<file path="src/rtl/result_queue.sv">
// Result queue: a circular buffer of completed execution results that requests a
// common-data-bus slot and drives the granted lane with the oldest entry.
module result_queue #(
  parameter int XLEN  = 32,
  parameter int TAG_W = 6,
  parameter int DEPTH = 4
) (
  input  logic                 i_clk,
  input  logic                 i_rst_n,
  input  logic                 i_flush,
  input  logic                 i_in_valid,
  input  logic [XLEN-1:0]      i_in_result,
  input  logic [TAG_W-1:0]     i_in_tag,
  output logic                 o_in_ready,
  output logic                 o_get_bus,
  input  logic                 i_bus_granted,
  input  logic                 i_bus_selected,
  output logic [1:0]           o_cdb_valid,
  output logic [2*XLEN-1:0]    o_cdb_result,
  output logic [2*TAG_W-1:0]   o_cdb_tag
);

  localparam int PTR_W = (DEPTH > 2) ? $clog2(DEPTH) : 1;
  localparam int CNT_W = $clog2(DEPTH + 1);
  localparam logic [CNT_W-1:0] FULL_COUNT = CNT_W'(DEPTH);

  logic [XLEN-1:0]  r_mem_result [DEPTH];
  logic [TAG_W-1:0] r_mem_tag    [DEPTH];
  logic [PTR_W-1:0] r_head;
  logic [PTR_W-1:0] r_tail;
  logic [CNT_W-1:0] r_count;

  logic             w_push;
  logic             w_pop;
  logic [XLEN-1:0]  w_head_result;
  logic [TAG_W-1:0] w_head_tag;

  assign o_in_ready    = (r_count < FULL_COUNT) && !i_flush;
  assign o_get_bus     = (r_count != {CNT_W{1'b0}}) && !i_flush;
  assign w_push        = i_in_valid && o_in_ready;
  assign w_pop         = i_bus_granted && o_get_bus;
  assign w_head_result = r_mem_result[r_head];
  assign w_head_tag    = r_mem_tag[r_head];

  // Entry storage carries no reset: validity is defined only by the occupancy count.
  always_ff @(posedge i_clk) begin
    if (w_push) begin
      r_mem_result[r_tail] <= i_in_result;
      r_mem_tag[r_tail]    <= i_in_tag;
    end
  end

  // Pointer and occupancy bookkeeping; flush overrides any push or pop.
  always_ff @(posedge i_clk or negedge i_rst_n) begin
    if (!i_rst_n) begin
      r_head  <= {PTR_W{1'b0}};
      r_tail  <= {PTR_W{1'b0}};
      r_count <= {CNT_W{1'b0}};
    end else if (i_flush) begin
      r_head  <= {PTR_W{1'b0}};
      r_tail  <= {PTR_W{1'b0}};
      r_count <= {CNT_W{1'b0}};
    end else begin
      if (w_push) begin
        r_tail <= r_tail + PTR_W'(1);
      end else begin
        r_tail <= r_tail;
      end
      if (w_pop) begin
        r_head <= r_head + PTR_W'(1);
      end else begin
        r_head <= r_head;
      end
      case ({w_push, w_pop})
        2'b10:   r_count <= r_count + CNT_W'(1);
        2'b01:   r_count <= r_count - CNT_W'(1);
        default: r_count <= r_count;
      endcase
    end
  end

  // Lane drive: idle lanes stay all-zero so the bus can be wire-ORed.
  always_comb begin
    o_cdb_valid  = 2'b00;
    o_cdb_result = {(2*XLEN){1'b0}};
    o_cdb_tag    = {(2*TAG_W){1'b0}};
    if (w_pop) begin
      case (i_bus_selected)
        1'b0: begin
          o_cdb_valid            = 2'b01;
          o_cdb_result[XLEN-1:0] = w_head_result;
          o_cdb_tag[TAG_W-1:0]   = w_head_tag;
        end
        1'b1: begin
          o_cdb_valid                 = 2'b10;
          o_cdb_result[2*XLEN-1:XLEN] = w_head_result;
          o_cdb_tag[2*TAG_W-1:TAG_W]  = w_head_tag;
        end
        default: begin
          o_cdb_valid  = 2'b00;
          o_cdb_result = {(2*XLEN){1'b0}};
          o_cdb_tag    = {(2*TAG_W){1'b0}};
        end
      endcase
    end else begin
      o_cdb_valid  = 2'b00;
      o_cdb_result = {(2*XLEN){1'b0}};
      o_cdb_tag    = {(2*TAG_W){1'b0}};
    end
  end

endmodule

</file>
<file path="config.mk">
export PLATFORM = sky130hd
export DESIGN_NAME = result_queue
export DESIGN_NICKNAME = d
export VERILOG_FILES = /design/src/rtl/result_queue.sv
export SDC_FILE = /design/constraint.sdc
export NUM_CORES = 1
export LEC_CHECK = 0
export BUFFER_PORTS_ARGS = -buffer_cell sky130_fd_sc_hd__buf_2
export CAP_MARGIN = 5
export CELL_PAD_IN_SITES_DETAIL_PLACEMENT = 0
export CELL_PAD_IN_SITES_GLOBAL_PLACEMENT = 1
export CORE_ASPECT_RATIO = 1.2
export CORE_UTILIZATION = 47
export DETAILED_ROUTE_END_ITERATION = 8
export PLACE_DENSITY = 0.79
export RECOVER_POWER = 50
export SYNTH_ARGS = -nofsm -noshare
export SYNTH_HDL_FRONTEND = slang
export SYNTH_SLANG_ARGS = --single-unit
</file>
<file path="constraint.sdc">
create_clock -name i_clk -period 2.7 [get_ports i_clk]
set_clock_uncertainty 0.1 [all_clocks]
set_input_delay 0.54 -clock i_clk [delete_from_list [all_inputs] [get_ports i_clk]]
set_output_delay 0.54 -clock i_clk [all_outputs]
set_load 0.03 [all_outputs]
</file>
==> out/metrics.csv, run 1 <==
metric;value;unit
die area;14500;um2
Core Area;13800;um2
post-DR vias/cell;5.18;
Vias;3434;
Initial DRT Pass Iterations;8;
initial antenna violation count;1;
Synth Area in Compound Gates;1.08;%
average wire per standard cell;17.7;um
gpl congestion;0.747;
CTS buffer count;17;
IR Drop Worst-Case VDD;0.000409;V
first-pass GRT wire length;18.5;mm
DPL Wire Length;7.64;mm
port bufs;123;
Max Freq;0.382;GHz
worst slew pin tran;0.779;ns
total number of yosys warnings;0;
sequential area share after synthesis;71.7;%
post-route DRC violation count;6;
unrepaired setup endpoints after global routing;no;
Unique masters post-synth;31;
max_cap viols;0;
Adder-Cell Fraction of Synth Area;1.06;%
endpoints failing hold;0;
Cells after Synth;342;
Mean Syn Cell Area;19.3;um2
worst hold slack;0.285;ns
Async SR Flop Fraction;4.40;%
synthesis-to-layout area growth;21.8;%
final number of max-transition violations;0;
clock tree from TritonCTS;yes;
Crit Path Max Fanout;23;
die width;110;um
GR Overflow Total;0;
Crit Path Class;register to primary output;
number of global-route vias before repair;3511;
Worst Path Required;2.06;ns
1st-iter DRT viols;113;
Worst setup SP type;register;
total negative slack;0;ns
flops & latches, synth;159;
number of flops mapped to enable cells by yosys;152;
Total GRT Usage;17.7;%
status;finished with violations;
syn_nets;391;
htree depth;4;
Top FF cell, synth;edfxtp_1;
CP arrival;1.98;ns
largest family of logic cells by synthesized area;multiplexers;
kind of end point of the critical path;primary output;
Post-Synth Simple-Gate Area;10.1;%
kind of path behind the tightest hold check;primary input to register;
Tmin final;2.62;ns
Nets;528;
Final Cycle Share;96.9;%
Post-DRT Antenna Nets;0;
Util after Layout;58.5;%
Initial Util;48.1;%
Die Ht;132;um
slew margin rel.;48.1;%
Total Wirelength;11.7;mm
post-route total power;0.00575;W
Worst-Skew Late Latency;0.41;ns
placed cell count;629;
layout cells sized above 1;37.3;%
largest net degree at the start of global routing;40;
failing checks;DRC;
clk slew on worst S/H paths;0.06;ns
# rows;47;
mux contribution to synthesized area;12.9;%
PwrDens;714;nW/um2
Max Buffers Root-to-Sink;2;
leakage power;2.93;nW
IO Pins;124;
CTS Sinks;159;
post-synthesis xor/xnor area fraction;0.662;%
Clk Tree Root Cell;clkbuf_16;
# setup viols final;0;
Cell Area, Synth;6610;um2
Post-Layout Cell Count;663;
[power breakdown]
part / internal (W) / switching, W / leakage, nW / total, W
combinational: 0.000250 / 0.000311 / 1.17 / 0.000561
clock: 0.00146 / 0.000894 / 0.286 / 0.00235
sequential: 0.00280 / 0.0000375 / 1.47 / 0.00284
[worst max-delay path: stages (launching register included)]
cell,delay [ns]
dfrtp_2,0.41
buf_12,0.23
mux4_2,0.56
and2_1,0.19
buf_2,0.18
[registers in the layout (all words and copies together) (netlist names)]
signal	flops
r_mem_result	128
r_mem_tag	24
r_count	3
r_head	2
r_tail	2
[worst paths after layout]
path	slack, ns	depth (start not counted)	end	from
max	0.08	4	o_cdb_result[19]	r_head[0]
min reg2reg	0.52	2	r_tail[0]	r_tail[0]
min	0.29	1	r_mem_tag[0][2]	i_in_tag[2]
max reg2reg	0.22	7	r_count[2]	r_count[1]
min in group asynchronous	0.47	2	r_count[2]	i_rst_n
max in group asynchronous	1.71	2	r_head[1]	i_rst_n
[logic make-up after synthesis]
family	Yosys count
muxes	38
adders and majority gates	5
buffers and inverters	24
and+or+nand+nor	103
AOI/OAI and AO/OA	8
xor gates and xnor gates	5
DFF	159
[through the flow]
stage | instance area, um2 | setup WS, ns
detailed placement | 7500 | 0.290
global route | 8050 | 0.00527
floorplan | 6610 | 0.241
global placement | 7500 | 0.366
finish | 8050 | 0.0842
CTS | 8110 | 0.0178
[repair_timing]
| item | 4_1_cts | 5_1_grt |
|---|---|---|
| gates resized for setup | 0 | 1 |
| hold buffers | 1 | 0 |
| hold endpoints to repair | 7 | 0 |
| endpoints found under the setup margin | 0 | 41 |
| setup buffers | 0 | 1 |
[layer usage]
layer  share of wire, %  vias up  wire [um]  track usage, %
met3                3.6       14        417            4.20
met1                 40     1751       4720            21.4
met2                 55       70       6400            30.5
li1                   -     1599          -               -
met4                1.7        0        200            6.51
met5                  0        -          0               0
[layout make-up]
cell class / count / area [um2]
Timing Repair Buffer: 139 / 764
Clock buffer: 19 / 433
Sequential cell: 159 / 4740
Multi-Input combinational cell: 159 / 1720
Antenna cell: 1 / 2.50
Inverter: 3 / 11.3
Tap cell: 171 / 214
Fill cell: 1109 / 5710
Clock inverter: 12 / 163
[synthesized netlist by cell type, types with 2 or more instances]
master	n	area share (%)
nand2_1	3	0.17
nand2b_1	2	0.19
clkbuf_1	6	0.34
inv_1	3	0.17
edfxtp_1	152	69
mux4_2	38	13
xor2_1	4	0.53
ha_1	4	0.76
and2_1	70	6.6
a31oi_1	2	0.19
dfrtp_1	7	2.6
buf_6	9	1.5
nand3_1	2	0.15
nor3b_2	2	0.38
o311ai_0	2	0.26
and2_4	10	1.3
nor3_1	2	0.15
nor2_1	6	0.34
buf_2	6	0.45
[cells in the final DEF, fill, tap and decap left out, types with 2 or more instances in the layout]
| cell | n |
|---|---|
| and2_2 | 4 |
| clkinv_4 | 5 |
| xor2_1 | 4 |
| inv_6 | 2 |
| inv_1 | 3 |
| edfxtp_1 | 152 |
| nand3_1 | 2 |
| and2_4 | 10 |
| dfrtp_2 | 3 |
| nand2b_1 | 2 |
| dfrtp_1 | 4 |
| nor2_1 | 6 |
| ha_1 | 4 |
| nor3_1 | 2 |
| bufinv_16 | 3 |
| clkbuf_1 | 43 |
| a31oi_1 | 2 |
| clkbuf_16 | 17 |
| o311ai_0 | 2 |
| buf_12 | 7 |
| buf_4 | 4 |
| buf_2 | 84 |
| mux4_2 | 38 |
| clkbuf_2 | 2 |
| and2_1 | 66 |
| nand2_1 | 3 |
Note: power is estimated with default switching activity, not from simulation.
==> run 2, diff against run 1 <==
--- a/config.mk
+++ b/config.mk
@@ -10,9 +10,10 @@
 export CELL_PAD_IN_SITES_DETAIL_PLACEMENT = 0
 export CELL_PAD_IN_SITES_GLOBAL_PLACEMENT = 1
 export CORE_ASPECT_RATIO = 1.2
-export CORE_UTILIZATION = 47
+export CORE_UTILIZATION = 49
+export CTS_BUF_LIST = sky130_fd_sc_hd__clkbuf_8
 export DETAILED_ROUTE_END_ITERATION = 8
-export PLACE_DENSITY = 0.79
+export PLACE_DENSITY = 0.81
 export RECOVER_POWER = 50
 export SYNTH_ARGS = -nofsm -noshare
 export SYNTH_HDL_FRONTEND = slang
==> out/metrics.csv, run 2 (same netlist as run 1, synthesis figures left out) <==
metric;value;unit;change
htree depth;4;;unchanged
# rows;46;;was 47
post-DR vias/cell;5.23;;was 5.18
DPL Wire Length;7.43;mm;was 7.64 mm
Crit Path Class;register to primary output;;unchanged
status;complete, no violations;;was finished with violations
Top reg by flops;r_mem_result;;unchanged
first-pass GRT wire length;17.6;mm;was 18.5 mm
largest registers;r_mem_result (128), r_mem_tag (24), r_count (3);;unchanged
Antenna diodes;0;;was 1
# setup viols final;0;;unchanged
die area;14000;um2;was 14,500 um2
largest net degree at the start of global routing;40;;unchanged
clk slew on worst S/H paths;0.07;ns;was 0.06 ns
CP arrival;1.99;ns;was 1.98 ns
final number of max-transition violations;0;;unchanged
Max Buffers Root-to-Sink;2;;unchanged
Largest register FFs;128;;unchanged
IO Pins;124;;unchanged
1st-iter DRT viols;140;;was 113
port bufs;123;;unchanged
most frequent cells in the layout;edfxtp_1, buf_2, and2_1, clkbuf_1, mux4_2;;unchanged
slew margin rel.;65.3;%;was 48.1%
Total Wirelength;12.0;mm;was 11.7 mm
Worst-Skew Late Latency;0.43;ns;was 0.41 ns
pre-CTS setup slack;0.139;ns;was 0.290 ns
Final Cycle Share;97.2;%;was 96.9%
clock tree from TritonCTS;yes;;unchanged
unrepaired setup endpoints after global routing;yes;;was no
gpl congestion;0.750;;was 0.747
CTS Sinks;159;;unchanged
Initial Util;50.2;%;was 48.1%
Post-DRT Antenna Nets;0;;unchanged
Nets;533;;was 528
final worst slack;0.0744;ns;was 0.0842 ns
Crit Path Max Fanout;14;;was 23
max_cap viols;0;;unchanged
IR Drop Worst-Case VDD;0.000394;V;was 0.000409 V
GR Overflow Total;0;;unchanged
initial antenna violation count;0;;was 1
synthesis-to-layout area growth;21.2;%;was 21.8%
Tmin final;2.63;ns;was 2.62 ns
average wire per standard cell;18.0;um;was 17.7 um
die width;108;um;was 110 um
kind of path behind the tightest hold check;primary input to register;;unchanged
number of global-route vias before repair;3393;;was 3,511
layout cells sized above 1;38.5;%;was 37.3%
Clk Tree Root Cell;clkbuf_8;;was clkbuf_16
post-route total power;0.00550;W;was 0.00575 W
Max Freq;0.381;GHz;was 0.382 GHz
post-route DRC violation count;0;;was 6
Worst Path Required;2.06;ns;about the same
Core Area;13200;um2;was 13,800 um2
Worst setup SP type;register;;unchanged
kind of end point of the critical path;primary output;;unchanged
Vias;3474;;was 3,434
CTS buffer count;17;;unchanged
Initial DRT Pass Iterations;6;;was 8
Total GRT Usage;17.7;%;about the same
commonest non-fill, non-tap cell in the layout;edfxtp_1;;unchanged
PwrDens;686;nW/um2;was 714 nW/um2
Die Ht;129;um;was 132 um
leakage power;2.93;nW;about the same
worst slew pin tran;0.518;ns;was 0.779 ns
endpoints failing hold;0;;unchanged
## run 2: cell count changes in the layout (fill, tap and decap cells not counted), sizes merged
cell      before  now
clkinvlp       1    0
bufinv         3    7
clkinv         6    5
buf           95  102
clkbuf        62   58
diode          1    0
## run 2: path summary, 6_finish.rpt
check                                     start                   to  slack, ns  cells past startpoint
worst max-delay path                  r_head[0]     o_cdb_result[31]       0.07                      4
worst min-delay path            i_in_result[20]  r_mem_result[2][20]       0.26                      1
worst max register to register       r_count[0]           r_count[2]       0.27                      7
worst min register to register        r_tail[0]            r_tail[0]       0.53                      2
max in group asynchronous               i_rst_n            r_head[0]       1.69                      2
min in group asynchronous               i_rst_n           r_count[2]       0.47                      2
## run 2: critical path, stage by stage, from the launching register on
cell	delay [ns]
dfrtp_2	0.45
buf_12	0.20
mux4_2	0.52
and2_1	0.20
buf_2	0.18
## run 2: per-layer routing
metal | wire, um | vias up | track usage, %
li1 | - | 1607 | -
met1 | 4800 | 1760 | 20.7
met2 | 6360 | 94 | 30.8
met3 | 608 | 13 | 5.58
met4 | 180 | 0 | 6.37
met5 | 0 | - | 0
## run 2: timing repair
action                     4_1_cts  5_1_grt
setup endpoints to repair       42       60
gates cloned                     0        1
gates resized for setup          1       10
pin swaps                        1        0
hold buffers                     1        0
setup buffers                    2        4
hold endpoints to repair         7        0
## run 2: layout make-up
class                   instances  area, um2
repair buffers                144        840
flip-flops and latches        159       4740
clock inverters                14        248
clock buffers                  17        234
well taps                     168        210
inverters                       3       11.3
multi-input cells             159       1730
fillers                       963       5170
## run 2: stage by stage
| step | TNS, ns | area (um2) | util [%] | hold slack (ns) | cells |
|---|---|---|---|---|---|
| after floorplan | 0 | 6610 | - | 0.144 | 342 |
| after global placement | 0 | 7480 | 56.7 | 0.291 | 625 |
| after detailed placement | 0 | 7480 | 56.7 | 0.295 | 625 |
| after CTS | 0 | 7990 | 60.6 | 0.193 | 659 |
| after global routing | -0.127 | 8010 | 60.8 | 0.238 | 664 |
| final | 0 | 8010 | 60.8 | 0.262 | 664 |
## run 2: power breakdown
| part | switching, W | leakage [nW] | internal (W) |
|---|---|---|---|
| logic | 0.000319 | 1.21 | 0.000272 |
| registers | 0.0000371 | 1.47 | 0.00279 |
| clock network | 0.000805 | 0.247 | 0.00127 |
==> run 3, diff against run 2 <==
--- a/config.mk
+++ b/config.mk
@@ -13,7 +13,7 @@
 export CORE_UTILIZATION = 49
 export CTS_BUF_LIST = sky130_fd_sc_hd__clkbuf_8
 export DETAILED_ROUTE_END_ITERATION = 8
-export PLACE_DENSITY = 0.81
+export PLACE_DENSITY = 0.93
 export RECOVER_POWER = 50
 export SYNTH_ARGS = -nofsm -noshare
 export SYNTH_HDL_FRONTEND = slang
==> out/metrics.csv, run 3 (same netlist as run 1, synthesis figures left out) <==
metric;value;unit;change
Clock Power Share;34.9;%;was 37.7%
worst slew pin tran;0.756;ns;was 0.518 ns
Worst-Skew Late Latency;0.42;ns;was 0.43 ns
Core Area;13200;um2;unchanged
Antenna diodes;0;;unchanged
Crit Path Max Fanout;14;;unchanged
Crit Path Class;register to primary output;;unchanged
port bufs;123;;unchanged
hold path depth;1;;unchanged
most frequent cells in the layout;edfxtp_1, buf_2, and2_1, clkbuf_1, mux4_2;;unchanged
Clk Tree Root Cell;clkbuf_8;;unchanged
post-route DRC violation count;0;;unchanged
die width;108;um;unchanged
clk slew on worst S/H paths;0.08;ns;was 0.07 ns
commonest non-fill, non-tap cell in the layout;edfxtp_1;;unchanged
status;complete, no violations;;unchanged
Min-Delay Endpoint;r_mem_result[2][2];;was r_mem_result[2][20]
Top reg by flops;r_mem_result;;unchanged
Nets;538;;was 533
CTS buffer count;17;;unchanged
Hold Path Origin;i_in_result[2];;was i_in_result[20]
IO Pins;124;;unchanged
Util after Layout;60.4;%;was 60.8%
Final Cycle Share;98.2;%;was 97.2%
Die Ht;129;um;unchanged
Internal;0.00414;W;was 0.00434 W
htree depth;4;;unchanged
max_cap viols;0;;unchanged
initial antenna violation count;1;;was 0
Total GRT Usage;18.4;%;was 17.7%
Worst Path Required;2.06;ns;about the same
unrepaired setup endpoints after global routing;yes;;unchanged
largest net degree at the start of global routing;40;;unchanged
Worst setup SP type;register;;unchanged
synthesis-to-layout area growth;20.3;%;was 21.2%
gpl congestion;0.714;;was 0.750
power share of the combinational group;11.2;%;was 10.7%
Max Freq;0.377;GHz;was 0.381 GHz
CTS Sinks;159;;unchanged
DPL Wire Length;7.71;mm;was 7.43 mm
FF-to-FF path depth;8;;was 7
CP Launch Point;r_head[0];;unchanged
Total Wirelength;12.2;mm;was 12.0 mm
IR Drop Worst-Case VDD;0.000368;V;was 0.000394 V
Initial Util;50.2;%;unchanged
kind of path behind the tightest hold check;primary input to register;;unchanged
# setup viols final;0;;unchanged
layout cells sized above 1;38.8;%;was 38.5%
R2R Setup Slk;0.14;ns;was 0.27 ns
clock tree from TritonCTS;yes;;unchanged
reg2reg end;r_count[2];;unchanged
CP arrival;2.01;ns;was 1.99 ns
first-pass GRT wire length;18.5;mm;was 17.6 mm
largest registers;r_mem_result (128), r_mem_tag (24), r_count (3);;unchanged
final number of max-transition violations;0;;unchanged
post-DR vias/cell;5.28;;was 5.23
Largest register FFs;128;;unchanged
# rows;46;;unchanged
number of global-route vias before repair;3626;;was 3,393
endpoints failing hold;0;;unchanged
Post-DRT Antenna Nets;0;;unchanged
Tmin final;2.65;ns;was 2.63 ns
kind of end point of the critical path;primary output;;unchanged
leakage power;2.93;nW;about the same
Vias;3535;;was 3,474
Post-Layout Cell Count;670;;was 664
placed cell count;628;;was 625
GR Overflow Total;0;;unchanged
1st-iter DRT viols;135;;was 140
Max Buffers Root-to-Sink;2;;unchanged
Sw Ratio;21.4;%;was 21.1%
average wire per standard cell;18.1;um;was 18.0 um
PwrDens;661;nW/um2;was 686 nW/um2
sw power;0.00112;W;was 0.00116 W
Flop pwr share;53.8;%;was 51.5%
Initial DRT Pass Iterations;4;;was 6
die area;14000;um2;unchanged
slew margin rel.;49.6;%;was 65.3%
reg2reg start;r_count[2];;was r_count[0]
run 3: how the worst max path moves through the flow:
stage | end | slack (ns) | cells after the start
6_report | o_cdb_result[62] | 0.05 | 4
5_1_grt | o_cdb_result[30] | -0.04 | 4
4_1_cts | o_cdb_result[22] | -0.009 | 4
3_5_place_dp | r_count[2] | 0.11 | 7
3_3_place_gp | r_count[2] | 0.23 | 7
2_1_floorplan | o_cdb_result[23] | 0.24 | 5
run 3: metal layers:
| layer | track usage, % | wire length [um] |
|---|---|---|
| met1 | 21.8 | 4920 |
| met2 | 32.1 | 6550 |
| met3 | 4.58 | 562 |
| met4 | 7.25 | 112 |
| met5 | 0 | 12 |
run 3: what timing repair did:
| action | 4_1_cts | 5_1_grt |
|---|---|---|
| hold endpoints to repair | 7 | 0 |
| buffers inserted | 4 | 4 |
| gates cloned | 0 | 1 |
| endpoints found under the setup margin | 61 | 46 |
| hold buffers | 1 | 0 |
| resized for setup | 5 | 9 |
| pin swaps | 2 | 2 |
run 3: through the flow:
stage                     TNS (ns)  power (W)  cell area [um2]  hold slack (ns)  worst slack [ns]
after floorplan                  0    0.00328             6610            0.144             0.241
after global placement           0    0.00343             7460            0.288             0.229
after detailed placement         0    0.00346             7460            0.286             0.114
after CTS                 -0.00927    0.00531             7940            0.195          -0.00927
after global routing        -0.952    0.00547             7960            0.261           -0.0386
final                            0    0.00526             7960            0.279            0.0485
run 3: area by class of cell:
| type | instances | area, um2 |
|---|---|---|
| timing repair buffer | 149 | 831 |
| clock inverter | 15 | 194 |
| fill | 992 | 5220 |
| multi-input combinational | 159 | 1730 |
| clock buffer | 17 | 234 |
| inverter | 3 | 11.3 |
| sequential | 159 | 4740 |
| tap | 168 | 210 |
run 3: critical path, cell delays in order, from the launching register on:
cell and delay [ns]:
dfrtp_2 0.48, buf_12 0.21, mux4_2 0.53, and2_1 0.18
buf_2 0.18
run 3: power groups by stage:
stage	clock network, W	registers, W	logic (W)
global route	0.00198	0.00284	0.000641
global placement	0	0.00288	0.000552
floorplan	0	0.00287	0.000411
CTS	0.00189	0.00283	0.000588
finish	0.00184	0.00283	0.000590
detailed placement	0	0.00289	0.000571
